<file path="config.mk">
export PLATFORM = sky130hd
export DESIGN_NAME = capture_bram
export DESIGN_NICKNAME = d
export VERILOG_FILES = /design/src/rtl/capture_bram_pkg.sv /design/src/rtl/capture_bram_trigger.sv /design/src/rtl/capture_bram.sv
export SDC_FILE = /design/constraint.sdc
export NUM_CORES = 1
export LEC_CHECK = 0
export BUFFER_PORTS_ARGS = -buffer_cell sky130_fd_sc_hd__buf_4
export CAP_MARGIN = 20
export CORE_ASPECT_RATIO = 0.9
export CORE_UTILIZATION = 30
export CTS_CLUSTER_SIZE = 24
export DETAILED_ROUTE_END_ITERATION = 8
export GPL_TIMING_DRIVEN = 0
export PLACE_DENSITY = 0.56
export SYNTH_ARGS = -nofsm -noshare
export SYNTH_HDL_FRONTEND = slang
export SYNTH_SLANG_ARGS = --single-unit
</file>
<file path="constraint.sdc">
create_clock -name clk -period 4 [get_ports clk]
set_input_delay 0.8 -clock clk [delete_from_list [all_inputs] [get_ports clk]]
set_output_delay 0.8 -clock clk [all_outputs]
set_load 0.005 [all_outputs]
</file>
<file path="src/rtl/capture_bram_pkg.sv">
// capture_bram_pkg: state encoding and trigger-mode constants shared by the capture block
package capture_bram_pkg;
  typedef enum logic [1:0] {
    IDLE    = 2'd0,
    ARMED   = 2'd1,
    CAPTURE = 2'd2,
    DONE    = 2'd3
  } state_e;
  localparam logic [1:0] TRIG_IMM  = 2'd0;
  localparam logic [1:0] TRIG_SW   = 2'd1;
  localparam logic [1:0] TRIG_RISE = 2'd2;
  localparam logic [1:0] TRIG_FALL = 2'd3;
endpackage

</file>
<file path="src/rtl/capture_bram_trigger.sv">
// capture_trigger: combinational trigger pulse from immediate, software or threshold-crossing conditions
module capture_trigger
  import capture_bram_pkg::*;
#(
  parameter int DATA_WIDTH = 16
) (
  input  logic                  clk,
  input  logic                  rst,
  input  logic                  clr,
  input  logic                  armed,
  input  logic                  din_valid,
  input  logic                  sw_trig,
  input  logic [1:0]            trig_mode,
  input  logic [DATA_WIDTH-1:0] din,
  input  logic [DATA_WIDTH-1:0] threshold,
  output logic                  trig
);
  logic signed [DATA_WIDTH-1:0] prev_q, prev_d, din_s, thr_s;
  logic seen_q, seen_d, sw_q, sw_d, rise, fall, hit;
  always_comb begin
    din_s  = $signed(din);
    thr_s  = $signed(threshold);
    prev_d = din_valid ? din_s : prev_q;
    seen_d = seen_q | din_valid;
    sw_d   = clr ? 1'b0 : sw_q | (armed & sw_trig);
    rise   = seen_q && prev_q < thr_s && din_s >= thr_s;
    fall   = seen_q && prev_q > thr_s && din_s <= thr_s;
    hit    = trig_mode == TRIG_IMM  ? 1'b1 :
             trig_mode == TRIG_SW   ? sw_trig | sw_q :
             trig_mode == TRIG_RISE ? rise : fall;
    trig   = armed & din_valid & hit;
  end
  always_ff @(posedge clk) begin
    if (rst) begin
      prev_q <= '0;
      seen_q <= 1'b0;
      sw_q   <= 1'b0;
    end else begin
      prev_q <= prev_d;
      seen_q <= seen_d;
      sw_q   <= sw_d;
    end
  end
endmodule

</file>
<file path="src/rtl/capture_bram.sv">
// capture_bram: triggered, decimating sample capture into a BRAM write port with one-shot or ring mode
module capture_bram
  import capture_bram_pkg::*;
#(
  parameter int ADDR_WIDTH = 8,
  parameter int DATA_WIDTH = 16
) (
  input  logic                  clk,
  input  logic                  rst,
  input  logic [31:0]           dec_rate,
  input  logic                  arm,
  input  logic [1:0]            trig_mode,
  input  logic                  sw_trig,
  input  logic [DATA_WIDTH-1:0] threshold,
  input  logic [DATA_WIDTH-1:0] din,
  input  logic                  din_valid,
  input  logic                  continous,
  output logic                  busy,
  output logic                  triggered,
  output logic                  finish,
  output logic [ADDR_WIDTH-1:0] last_addr,
  output logic [ADDR_WIDTH-1:0] bram_addr,
  output logic                  bram_we,
  output logic [DATA_WIDTH-1:0] bram_data_o
);
  state_e state_q, state_d;
  logic [ADDR_WIDTH-1:0] wr_ptr_q, wr_ptr_d, last_addr_q, last_addr_d, bram_addr_q, bram_addr_d;
  logic [DATA_WIDTH-1:0] bram_data_q, bram_data_d;
  logic [31:0] dec_count_q, dec_count_d;
  logic arm_q, bram_we_q, bram_we_d, arm_rise, trig, wr;
  capture_trigger #(.DATA_WIDTH(DATA_WIDTH)) u_trig (
    .clk       (clk),
    .rst       (rst),
    .clr       (arm_rise),
    .armed     (state_q == ARMED),
    .din_valid (din_valid),
    .sw_trig   (sw_trig),
    .trig_mode (trig_mode),
    .din       (din),
    .threshold (threshold),
    .trig      (trig)
  );
  always_comb begin
    arm_rise    = arm & ~arm_q;
    wr          = !arm_rise && (trig || (state_q == CAPTURE && din_valid && dec_count_q == dec_rate));
    state_d     = state_q;
    wr_ptr_d    = wr_ptr_q;
    dec_count_d = dec_count_q;
    bram_we_d   = wr;
    bram_addr_d = wr ? wr_ptr_q : bram_addr_q;
    bram_data_d = wr ? din : bram_data_q;
    last_addr_d = wr ? wr_ptr_q : last_addr_q;
    if (arm_rise) begin
      state_d     = ARMED;
      wr_ptr_d    = '0;
      dec_count_d = '0;
    end else if (wr) begin
      wr_ptr_d    = wr_ptr_q + 1'b1;
      dec_count_d = '0;
      state_d     = (&wr_ptr_q && !continous) ? DONE : CAPTURE;
    end else if (state_q == CAPTURE && din_valid) begin
      dec_count_d = dec_count_q + 32'd1;
    end
  end
  always_ff @(posedge clk) begin
    if (rst) begin
      state_q     <= IDLE;
      wr_ptr_q    <= '0;
      dec_count_q <= '0;
      last_addr_q <= '0;
      bram_addr_q <= '0;
      bram_data_q <= '0;
      bram_we_q   <= 1'b0;
      arm_q       <= 1'b1;
    end else begin
      state_q     <= state_d;
      wr_ptr_q    <= wr_ptr_d;
      dec_count_q <= dec_count_d;
      last_addr_q <= last_addr_d;
      bram_addr_q <= bram_addr_d;
      bram_data_q <= bram_data_d;
      bram_we_q   <= bram_we_d;
      arm_q       <= arm;
    end
  end
  assign busy        = state_q == ARMED || state_q == CAPTURE;
  assign triggered   = state_q == CAPTURE;
  assign finish      = state_q == DONE;
  assign last_addr   = last_addr_q;
  assign bram_addr   = bram_addr_q;
  assign bram_we     = bram_we_q;
  assign bram_data_o = bram_data_q;
endmodule

</file>
==> results of run 1 <==
[worst max-delay path: cells and delay by family]
family,cells,cell delay [ns]
compound gates,3,0.76
xor+xnor,1,0.16
buf+inv,3,0.55
simple gates,4,1.72
[cell families (layout without fill, tap and decap cells)]
family / Yosys count / after routing / share of synthesized area (%)
muxes: 33 / 33 / 6.56
and+or+nand+nor: 240 / 240 / 25.1
AOI/OAI and AO/OA: 59 / 59 / 7.73
adders and majority gates: 37 / 37 / 9.19
xor gates and xnor gates: 66 / 66 / 11.5
buffers and inverters: 59 / 181 / 5.69
DFF: 86 / 86 / 34.2
[cell usage after synthesis, drive strengths merged, types with 8 or more instances]
cell type,instances,area (sq um)
nor2,74,278
inv,29,109
nand4b,9,78.8
nand4,18,113
a21oi,18,90.1
xor2,40,350
nand2b,41,257
o21ai,15,75.1
buf,16,125
mux2i,33,330
or4,8,63.8
nand3,26,130
dfxtp,86,1720
xnor2,26,228
nand2,30,113
ha,37,463
clkbuf,14,52.6
[placed cells by master, fill, tap and decap left out, drive strengths merged, types with 4 or more instances in the layout]
cell type	count
nor3	6
o21ai	15
a21o	5
or4	8
o31ai	7
and3	5
bufinv	4
ha	37
nand4	18
nand2	30
buf	122
a21oi	18
xnor2	26
nand3	26
nand4b	9
clkbuf	24
dfxtp	86
inv	29
nand2b	41
nor2	74
nor2b	4
xor2	40
a31oi	5
nor4	7
mux2i	33
[per-stage QoR]
step	setup slack, ns	setup TNS (ns)	std cells
2_1_floorplan	0.423	0	580
3_3_place_gp	-0.472	-16.35	893
3_5_place_dp	-0.527	-18.15	893
4_1_cts	0.117	0	909
5_1_grt	0.0192	0	909
6_report	0.245	0	909
[flip-flops by register name (all words and copies together) (netlist names)]
name,flops
arm_q,1
bram_addr,8
bram_data_o,16
bram_we,1
dec_count_q,32
state_q,2
u_trig.prev_q,16
u_trig.seen_q,1
u_trig.sw_q,1
wr_ptr_q,8
[power by group through the flow]
| stage | clock (mW) | combinational [mW] | sequential, mW |
|---|---|---|---|
| 2_1_floorplan | 0 | 0.154 | 0.896 |
| 3_3_place_gp | 0 | 0.269 | 0.897 |
| 3_5_place_dp | 0 | 0.273 | 0.898 |
| 4_1_cts | 1.05 | 0.275 | 0.879 |
| 5_1_grt | 1.08 | 0.308 | 0.880 |
| 6_report | 1.03 | 0.276 | 0.879 |
[per-layer routing]
metal	wire, um	part of all wire [%]	vias up
met4	289	2.1	0
met2	6460	46	76
met1	6750	48	2069
met3	448	3.2	18
li1	-	-	2228
met5	0	0	-
[cell type report]
cell class	count	area [sq um]
flip-flops and latches	86	1720
clock inverters	6	134
clock buffers	10	229
multi-input cells	435	3060
well taps	207	259
fillers	1679	9810
repair buffers	106	796
inverters	29	109
plain buffers	30	178
[path summary, 6_finish.rpt]
kind	slack, ns	endpoint
hold / removal	0.48	bram_data_o[12]
hold reg to reg	0.48	bram_data_o[12]
setup reg to reg	0.35	bram_addr[3]
setup / recovery	0.25	bram_addr[3]
[repair_timing]
action,4_1_cts,5_1_grt
endpoints found under the hold margin,0,0
setup endpoints to repair,30,30
gates resized for setup,1,3
setup buffers,0,0
==> results.json, run 1 <==
{
  "drv_slew": 0,
  "start_kind": "input pin",
  "reg2reg_from": "dec_count_q[3]",
  "globalplace.congestion": 0.903,
  "grt_pass1_wl_mm": 22.8,
  "grt_max_degree": 15,
  "ys_dominant_reg_cell": "dfxtp_1",
  "total_power_mw": 2.19,
  "cts-htree-levels": 3,
  "yosysUniqueCellTypes": 45,
  "rsz0062_at_grt": "no",
  "ys_async_sr_fraction_pct": 0,
  "placed_area_sq_um": 6090,
  "hold_viol_final": 0,
  "syn_avg_cell_area_sq_um": 8.68,
  "max_cap_viol_count": 0,
  "p_leak_nw": 2.76,
  "busiest_layer": "met2",
  "clkSinkCount": 86,
  "slew_headroom_pct": 40.1,
  "routedWlPerCell_um": 15.3,
  "seqPwrFrac_pct": 40.2,
  "drt_iter0_markers": 298,
  "areaGrowthSynthToFinish_pct": 28.7,
  "clk_pin_slew_ns": 0.06,
  "crit_chain": "buf_4, xor2_1, or4_1, or4_4, o41ai_4, a41oi_2, and3_1, buf_6, nor3_4, buf_2, o21ai_1",
  "critPathCaptureType": "flop",
  "cp_max_fo": 10,
  "timing.hold.ws_ns": 0.477,
  "p_clk_share_pct": 47.2,
  "firstDrtPassIters": 6,
  "viasPerCell": 4.83,
  "status": "complete, but fails checks",
  "cp.arrival_ns": 3.99,
  "crit_type": "input pin to flop",
  "synthCells": 580,
  "critical-path-slowest-cell": "o41ai_4",
  "switching_share_pct": 23.4,
  "die_w_um": 139,
  "intPower_mw": 1.67,
  "min_path_type": "flop to flop",
  "drtAntennaViolNets": 0,
  "gr-usage-met2_pct": 27.9,
  "globalRoute.totalOverflow": 0,
  "synth_seq_cells": 86,
  "syn-num-nets": 689,
  "worstHoldStart": "bram_data_o[12]",
  "drive_gt1_share_pct": 20.9,
  "ys_warn_count": 0,
  "postCtsHoldBufs": 0,
  "fin_nets": 806,
  "grt_pass1_vias": 4602,
  "die-area_sq_um": 17300,
  "cts_root_buffer": "clkbuf_16",
  "ir_worst_vdd_mv": 0.203,
  "synth_seq_area_share_pct": 34.2,
  "synth_area_sq_um": 5030,
  "combinationalPowerShare_pct": 12.6,
  "portBuffers": 106,
  "drc": 8,
  "die_h_um": 125,
  "period_minus_slack_ns": 3.75,
  "timing.final.crit_share_pct": 93.9,
  "rows": 44,
  "cp_data_required_time_ns": 4.24,
  "clock_latency_ns": 0.35,
  "synth_edf_count": 0,
  "cp_slowest_stage_delay_ns": 0.55,
  "startpoint": "dec_rate[3]",
  "tritoncts": "done",
  "worst_slew_pin_slew_ns": 0.894,
  "fp.coreArea_sq_um": 16300,
  "postLayoutCoreUtil_pct": 39.8,
  "r2r_cells": 11,
  "antenna_found_initial": 0,
  "power.switching_uw": 513,
  "hold_depth": 2,
  "dp_hpwl_mm": 11.1,
  "cts_buffer_depth": 2,
  "io-pin-count": 108,
  "grt_use_met3_pct": 2.58,
  "power_density_nw_per_um2": 337,
  "n_antenna_cell": 0,
  "design_area_sq_um": 6480,
  "setup_violations": 0,
  "grt.total_usage_pct": 16.8,
  "start_util_pct": 30.9,
  "cts_buffers": 9,
  "violations": "design-rule violations",
  "vias": 4391,
  "fmax_mhz": 266,
  "fin_skew_ns": 0.00647,
  "wl_mm": 13.9,
  "met1_usage_pct": 21.8
}
No activity file was read; power rests on OpenSTA's default activity.
==> run 2, diff against run 1 <==
--- a/config.mk
+++ b/config.mk
@@ -5,6 +5,7 @@
 export SDC_FILE = /design/constraint.sdc
 export NUM_CORES = 1
 export LEC_CHECK = 0
+export ABC_AREA = 1
 export BUFFER_PORTS_ARGS = -buffer_cell sky130_fd_sc_hd__buf_4
 export CAP_MARGIN = 20
 export CORE_ASPECT_RATIO = 0.9
==> constraint.sdc (replaced) <==
create_clock -name clk -period 4.2 [get_ports clk]
set_input_delay 0.84 -clock clk [delete_from_list [all_inputs] [get_ports clk]]
set_output_delay 0.84 -clock clk [all_outputs]
set_load 0.005 [all_outputs]
==> run 2 against run 1 <==
  * The flow now finishes without violations
  * Setup slack better by 1.1 ns
  * Worst hold slack lost 0.0064 ns
  * Non-clock buffer count fell by 1
  * Via count grew 6.1%
  * Combinational power down 23%
  * Final cell count rose by 11%
  * Power shrank 16%
  * First-iteration DRC count down 39%
  * Global-route usage decreased by 0.18 points
  * Flip-flop and latch count unchanged
  * Critical path depth rose by 9
  * Register-to-register slack gained 1.3 ns
  * Largest cell class unchanged
==> results.json, run 2 <==
{
  "viasPerCell": 4.60,
  "p_clk_share_pct": 42.9,
  "syn-num-nets": 792,
  "ir_worst_vdd_mv": 0.220,
  "fin_nets": 910,
  "netlist_top_cells_count": "121 x nand2_1, 86 x dfxtp_1, 82 x inv_1",
  "synth_edf_count": 0,
  "start_kind": "input pin",
  "met1_usage_pct": 22.2,
  "power.switching_uw": 496,
  "power_density_nw_per_um2": 290,
  "cts_buffers": 9,
  "cts_buffer_depth": 2,
  "areaGrowthSynthToFinish_pct": 27.1,
  "rsz0062_at_grt": "no",
  "period_minus_slack_ns": 2.86,
  "busiest_layer": "met2",
  "timing.final.crit_share_pct": 68.2,
  "routedWlPerCell_um": 13.5,
  "fmax_mhz": 349,
  "grt_max_degree": 18,
  "setup_tns_ns": 0,
  "grt_pass1_vias": 4283,
  "cts_setup_buffers": 0,
  "yosysMostFrequentCell": "nand2_1",
  "grt_use_met3_pct": 2.93,
  "clkSinkCount": 86,
  "critPathCaptureType": "flop",
  "drc": 0,
  "vias": 4659,
  "cp_data_required_time_ns": 4.48,
  "cts-resized-gates": 0,
  "synth_top_area_share_pct": 34.6,
  "status": "finished clean",
  "min_path_type": "flop to flop",
  "synth_area_sq_um": 4970,
  "drt_iter0_markers": 181,
  "antenna_found_initial": 0,
  "crit_type": "input pin to flop",
  "cts-htree-levels": 3,
  "die_w_um": 138,
  "largest_reg_flops": 32,
  "io-pin-count": 108,
  "netlist_top_cells_area": "dfxtp_1 35%, ha_1 9.3%, nand2_1 9.1%",
  "slew_headroom_pct": 60.2,
  "yosysUniqueCellTypes": 34,
  "ys_dominant_reg_cell": "dfxtp_1",
  "drtAntennaViolNets": 0,
  "final_common_cell": "nand2_1",
  "layout_common_cells": "121 x nand2_1, 117 x buf_4, 86 x dfxtp_1",
  "hold_viol_final": 0,
  "synth_seq_cells": 86,
  "p_leak_nw": 2.85,
  "setup_violations": 0,
  "die_h_um": 124,
  "ys_warn_count": 0,
  "ys_async_sr_fraction_pct": 0,
  "synth_seq_area_share_pct": 34.6,
  "nFillCells": 1744,
  "worst_slew_pin_slew_ns": 0.597,
  "clock_latency_ns": 0.35,
  "wl_mm": 13.7,
  "grt.total_usage_pct": 16.6,
  "portBuffers": 107,
  "firstDrtPassIters": 4,
  "tritoncts": "done",
  "clk_pin_slew_ns": 0.07,
  "gr-usage-met2_pct": 27.4,
  "intPower_mw": 1.34,
  "drv_slew": 0,
  "fp.coreArea_sq_um": 16200,
  "seqPwrFrac_pct": 45.5,
  "regMostFlops": "dec_count_q",
  "max_cap_viol_count": 0,
  "synth_area_leader_cell": "dfxtp_1",
  "grt_pass1_wl_mm": 21.7,
  "synthCells": 683,
  "cts_root_buffer": "clkbuf_16",
  "globalRoute.totalOverflow": 0,
  "rows": 44,
  "die-area_sq_um": 17100,
  "total_power_mw": 1.83,
  "cp.arrival_ns": 3.14,
  "dp_hpwl_mm": 10.7,
  "combinationalPowerShare_pct": 11.6,
  "start_util_pct": 30.7,
  "fin_skew_ns": 0.00985,
  "switching_share_pct": 27.1,
  "syn_avg_cell_area_sq_um": 7.28,
  "n_antenna_cell": 0,
  "cp_max_fo": 10,
  "postCtsHoldBufs": 0,
  "globalplace.congestion": 0.810,
  "drive_gt1_share_pct": 20.1
}
[run 2: changes by cell type after synthesis, moves of 10 or more]
cell	previous run	this run
inv_1	29	82
nand2b_1	41	0
o21ai_0	4	27
nand2_1	30	121
o21ai_1	11	1
mux2i_1	33	0
nand3_1	26	54
nor3_1	5	17
a21oi_1	18	50
xnor2_1	26	10
[run 2: power groups by stage]
stage | registers, mW | clock network, mW | logic [mW]
6_report | 0.834 | 0.787 | 0.213
5_1_grt | 0.835 | 0.836 | 0.245
4_1_cts | 0.834 | 0.807 | 0.215
3_5_place_dp | 0.853 | 0 | 0.214
3_3_place_gp | 0.853 | 0 | 0.211
2_1_floorplan | 0.851 | 0 | 0.114
[run 2: layout make-up]
cell class                 count  area (sq um)  area share, %
clock inverter                 7          61.3          0.970
multi-input combinational    487          2790           44.1
inverter                      82           308           4.87
sequential                    86          1720           27.2
clock buffer                   9           225           3.56
tap                          207           259           4.10
timing repair buffer         107           803           12.7
buffer                        28           151           2.40
[run 2: path summary, 6_finish.rpt]
path                                   startpoint        endpoint  slack (ns)  cells after the start
worst max-delay path                 threshold[7]  bram_data_o[2]        1.34                     20
worst min-delay path               bram_data_o[5]  bram_data_o[5]        0.47                      2
worst max register to register  u_trig.prev_q[11]  bram_data_o[2]        1.64                     16
worst min register to register     bram_data_o[5]  bram_data_o[5]        0.47                      2
[run 2: cells by family after synthesis]
| logic type | count (synthesis) | share of synthesized area (%) |
|---|---|---|
| simple gates | 316 | 29.4 |
| buf+inv | 110 | 9.24 |
| compound gates | 88 | 9.31 |
| flops | 86 | 34.6 |
| xor+xnor | 46 | 8.10 |
| fa+ha+maj | 37 | 9.31 |
[run 2: worst max-delay path: stages]
cell and delay, ns:
buf_4 0.08, inv_1 0.04, ha_1 0.29, nand2_1 0.07
nor2_1 0.22, o21ai_0 0.15, nand3_1 0.12, nand2_1 0.07
nand2_1 0.06, nand2_1 0.06, nand2_1 0.06, nand2_1 0.05
nand2_1 0.06, nand3_1 0.07, nand2_1 0.16, nand2_2 0.11
nand2_2 0.12, buf_2 0.29, nand2_1 0.09, a21oi_1 0.13
[run 2: per-layer routing]
| metal | up-vias | wire [um] |
|---|---|---|
| li1 | 2463 | - |
| met1 | 2115 | 6830 |
| met2 | 73 | 6320 |
| met3 | 8 | 465 |
| met4 | 0 | 112 |
| met5 | - | 0 |
[run 2: stage by stage]
step | cell area (sq um) | instances | hold slack (ns) | setup WS (ns) | utilization (%)
after global routing | 6320 | 1013 | 0.487 | 0.979 | 39.0
after detailed placement | 6030 | 997 | 0.460 | 0.960 | 37.3
after floorplan | 4970 | 683 | 0.451 | 1.59 | -
after CTS | 6320 | 1013 | 0.471 | 1.31 | 39.0
after global placement | 6030 | 997 | 0.456 | 1.00 | 37.3
final | 6320 | 1013 | 0.471 | 1.34 | 39.0
==> run 3, diff against run 2 <==
--- a/config.mk
+++ b/config.mk
@@ -13,7 +13,7 @@
 export CTS_CLUSTER_SIZE = 24
 export DETAILED_ROUTE_END_ITERATION = 8
 export GPL_TIMING_DRIVEN = 0
-export PLACE_DENSITY = 0.56
+export PLACE_DENSITY = 0.58
 export SYNTH_ARGS = -nofsm -noshare
 export SYNTH_HDL_FRONTEND = slang
 export SYNTH_SLANG_ARGS = --single-unit
==> constraint.sdc (replaced) <==
create_clock -name clk -period 2.45 [get_ports clk]
set_input_delay 0.49 -clock clk [delete_from_list [all_inputs] [get_ports clk]]
set_output_delay 0.49 -clock clk [all_outputs]
set_load 0.005 [all_outputs]
==> run 3 against run 2 <==
  * Register-to-register slack lost 1.5 ns
  * Final area grew 6.5%
  * Utilization grew 2.5 points
  * Largest cell class unchanged
==> results.json, run 3 (same netlist as run 2, synthesis figures left out) <==
{
  "status": "finished clean",
  "start_kind": "flop",
  "drt_iter0_markers": 243,
  "cp.arrival_ns": 2.48,
  "areaGrowthSynthToFinish_pct": 35.4,
  "clock_latency_ns": 0.34,
  "period_minus_slack_ns": 2.28,
  "final_cells": 1022,
  "intPower_mw": 2.48,
  "globalplace.congestion": 0.809,
  "power.switching_uw": 808,
  "grt_pass1_wl_mm": 22.0,
  "combinationalPowerShare_pct": 12.2,
  "viasPerCell": 4.65,
  "crit_chain": "ha_1, nand4_1, nor3_2, nand2_1, nand2_1, nand2_1, nand2_1, nand3_1, nand3_2, nand2_4, nand2_4, nand2_8, buf_8, nand2_1, a21oi_2",
  "portBuffers": 107,
  "die_w_um": 138,
  "p_leak_nw": 2.99,
  "hold_viol_final": 0,
  "wl_mm": 14.3,
  "cts_buffer_depth": 2,
  "antenna_found_initial": 0,
  "max_cap_viol_count": 0,
  "fin_skew_ns": 0.00854,
  "layout_common_cells": "125 x buf_4, 119 x nand2_1, 83 x dfxtp_1",
  "grt_pass1_vias": 4384,
  "grt.total_usage_pct": 16.8,
  "cts-htree-levels": 3,
  "fmax_mhz": 439,
  "power_density_nw_per_um2": 489,
  "fp.coreArea_sq_um": 16200,
  "slew_headroom_pct": 59.7,
  "n_antenna_cell": 0,
  "die_h_um": 124,
  "drv_slew": 0,
  "crit_end": "bram_data_o[11]",
  "p_clk_share_pct": 44.2,
  "switching_share_pct": 24.6,
  "cp_slowest_stage_delay_ns": 0.32,
  "dp_cells": 997,
  "setup_tns_ns": 0,
  "dpl_worst_slack_ns": -0.397,
  "startpoint": "u_trig.prev_q[9]",
  "worst_slew_pin_slew_ns": 0.599,
  "clk_pin_slew_ns": 0.06,
  "die-area_sq_um": 17100,
  "crit_type": "flop to flop",
  "critPathCaptureType": "flop",
  "reg2reg_to": "bram_data_o[11]",
  "drtAntennaViolNets": 0,
  "cp_max_fo": 10,
  "largest_reg_flops": 32,
  "regMostFlops": "dec_count_q",
  "final_common_cell": "buf_4",
  "nFillCells": 1716,
  "start_util_pct": 30.7,
  "clkSinkCount": 86,
  "cts_root_buffer": "clkbuf_16",
  "fin_nets": 919,
  "setup_violations": 0,
  "total_power_mw": 3.29,
  "min_path_type": "input pin to flop",
  "drc": 0,
  "postCtsHoldBufs": 0,
  "grt_max_degree": 14,
  "cp_common_cell": "nand2_1",
  "tritoncts": "done",
  "seqPwrFrac_pct": 43.6,
  "reg2reg_from": "u_trig.prev_q[9]",
  "rows": 44,
  "firstDrtPassIters": 5,
  "r2r_slack_ns": 0.17,
  "cp_data_required_time_ns": 2.65,
  "r2r_cells": 15,
  "cts_buffers": 9,
  "worst_slack_ns": 0.171,
  "critical-path-slowest-cell": "dfxtp_1",
  "globalRoute.totalOverflow": 0,
  "timing.hold.ws_ns": 0.349,
  "dp_hpwl_mm": 10.8,
  "drive_gt1_share_pct": 25.6,
  "ir_worst_vdd_mv": 0.333,
  "io-pin-count": 108,
  "vias": 4748,
  "timing.final.crit_share_pct": 93.0,
  "routedWlPerCell_um": 14.0
}
run 3: cell count changes in the layout (fill, tap and decap cells not counted), sizes merged:
cell      change
bufinv        +1
buf           +9
inv           -5
clkinv        +1
clkinvlp      -2
clkbuf        +5
run 3: per-stage QoR:
stage                     utilization (%)  instance area (sq um)
after floorplan                         -                   4970
after global placement               37.3                   6030
after detailed placement             37.3                   6030
after CTS                            39.3                   6350
after global routing                 41.6                   6730
final                                41.6                   6730
run 3: how the worst min path moves through the flow:
| stage | start | end | slack [ns] | depth (start not counted) |
|---|---|---|---|---|
| final | arm | arm_q | 0.35 | 3 |
| after global routing | arm | arm_q | 0.37 | 3 |
| after CTS | arm | arm_q | 0.35 | 3 |
| after detailed placement | bram_data_o[7] | bram_data_o[7] | 0.46 | 2 |
| after global placement | bram_data_o[8] | bram_data_o[8] | 0.46 | 2 |
| after floorplan | u_trig.seen_q | u_trig.seen_q | 0.45 | 2 |
run 3: final cells by class:
type,count,area (sq um),share of cell area [%]
clock inverters,2,38.8,0.576
well taps,207,259,3.85
clock buffers,14,274,4.07
multi-input cells,487,3050,45.3
flip-flops and latches,86,1730,25.6
inverters,82,308,4.57
plain buffers,28,206,3.07
repair buffers,116,871,12.9
run 3: worst max-delay path: cells and delay by family, from the launching register on:
family          cells  cell delay, ns
simple gates       12            1.31
flops               1            0.32
fa+ha+maj           1            0.29
buf+inv             1            0.16
compound gates      1            0.06
run 3: repair_timing:
action,4_1_cts,5_1_grt
pin swaps,0,16
gates resized for setup,3,72
endpoints found under the setup margin,11,65
buffers inserted,0,9
run 3: power groups by stage:
stage | logic [mW] | registers [mW] | clock network (mW)
2_1_floorplan | 0.195 | 1.46 | 0
3_3_place_gp | 0.362 | 1.46 | 0
3_5_place_dp | 0.368 | 1.46 | 0
4_1_cts | 0.370 | 1.43 | 1.47
5_1_grt | 0.453 | 1.43 | 1.52
6_report | 0.402 | 1.43 | 1.45
run 3: routing by layer:
layer  part of all wire, %  wire length [um]  global-route usage [%]
met2                    46              6510                    27.0
met1                    49              7020                    23.1
met3                   3.6               516                    2.16
met5                     0                 0                       0
met4                   1.5               215                    5.70
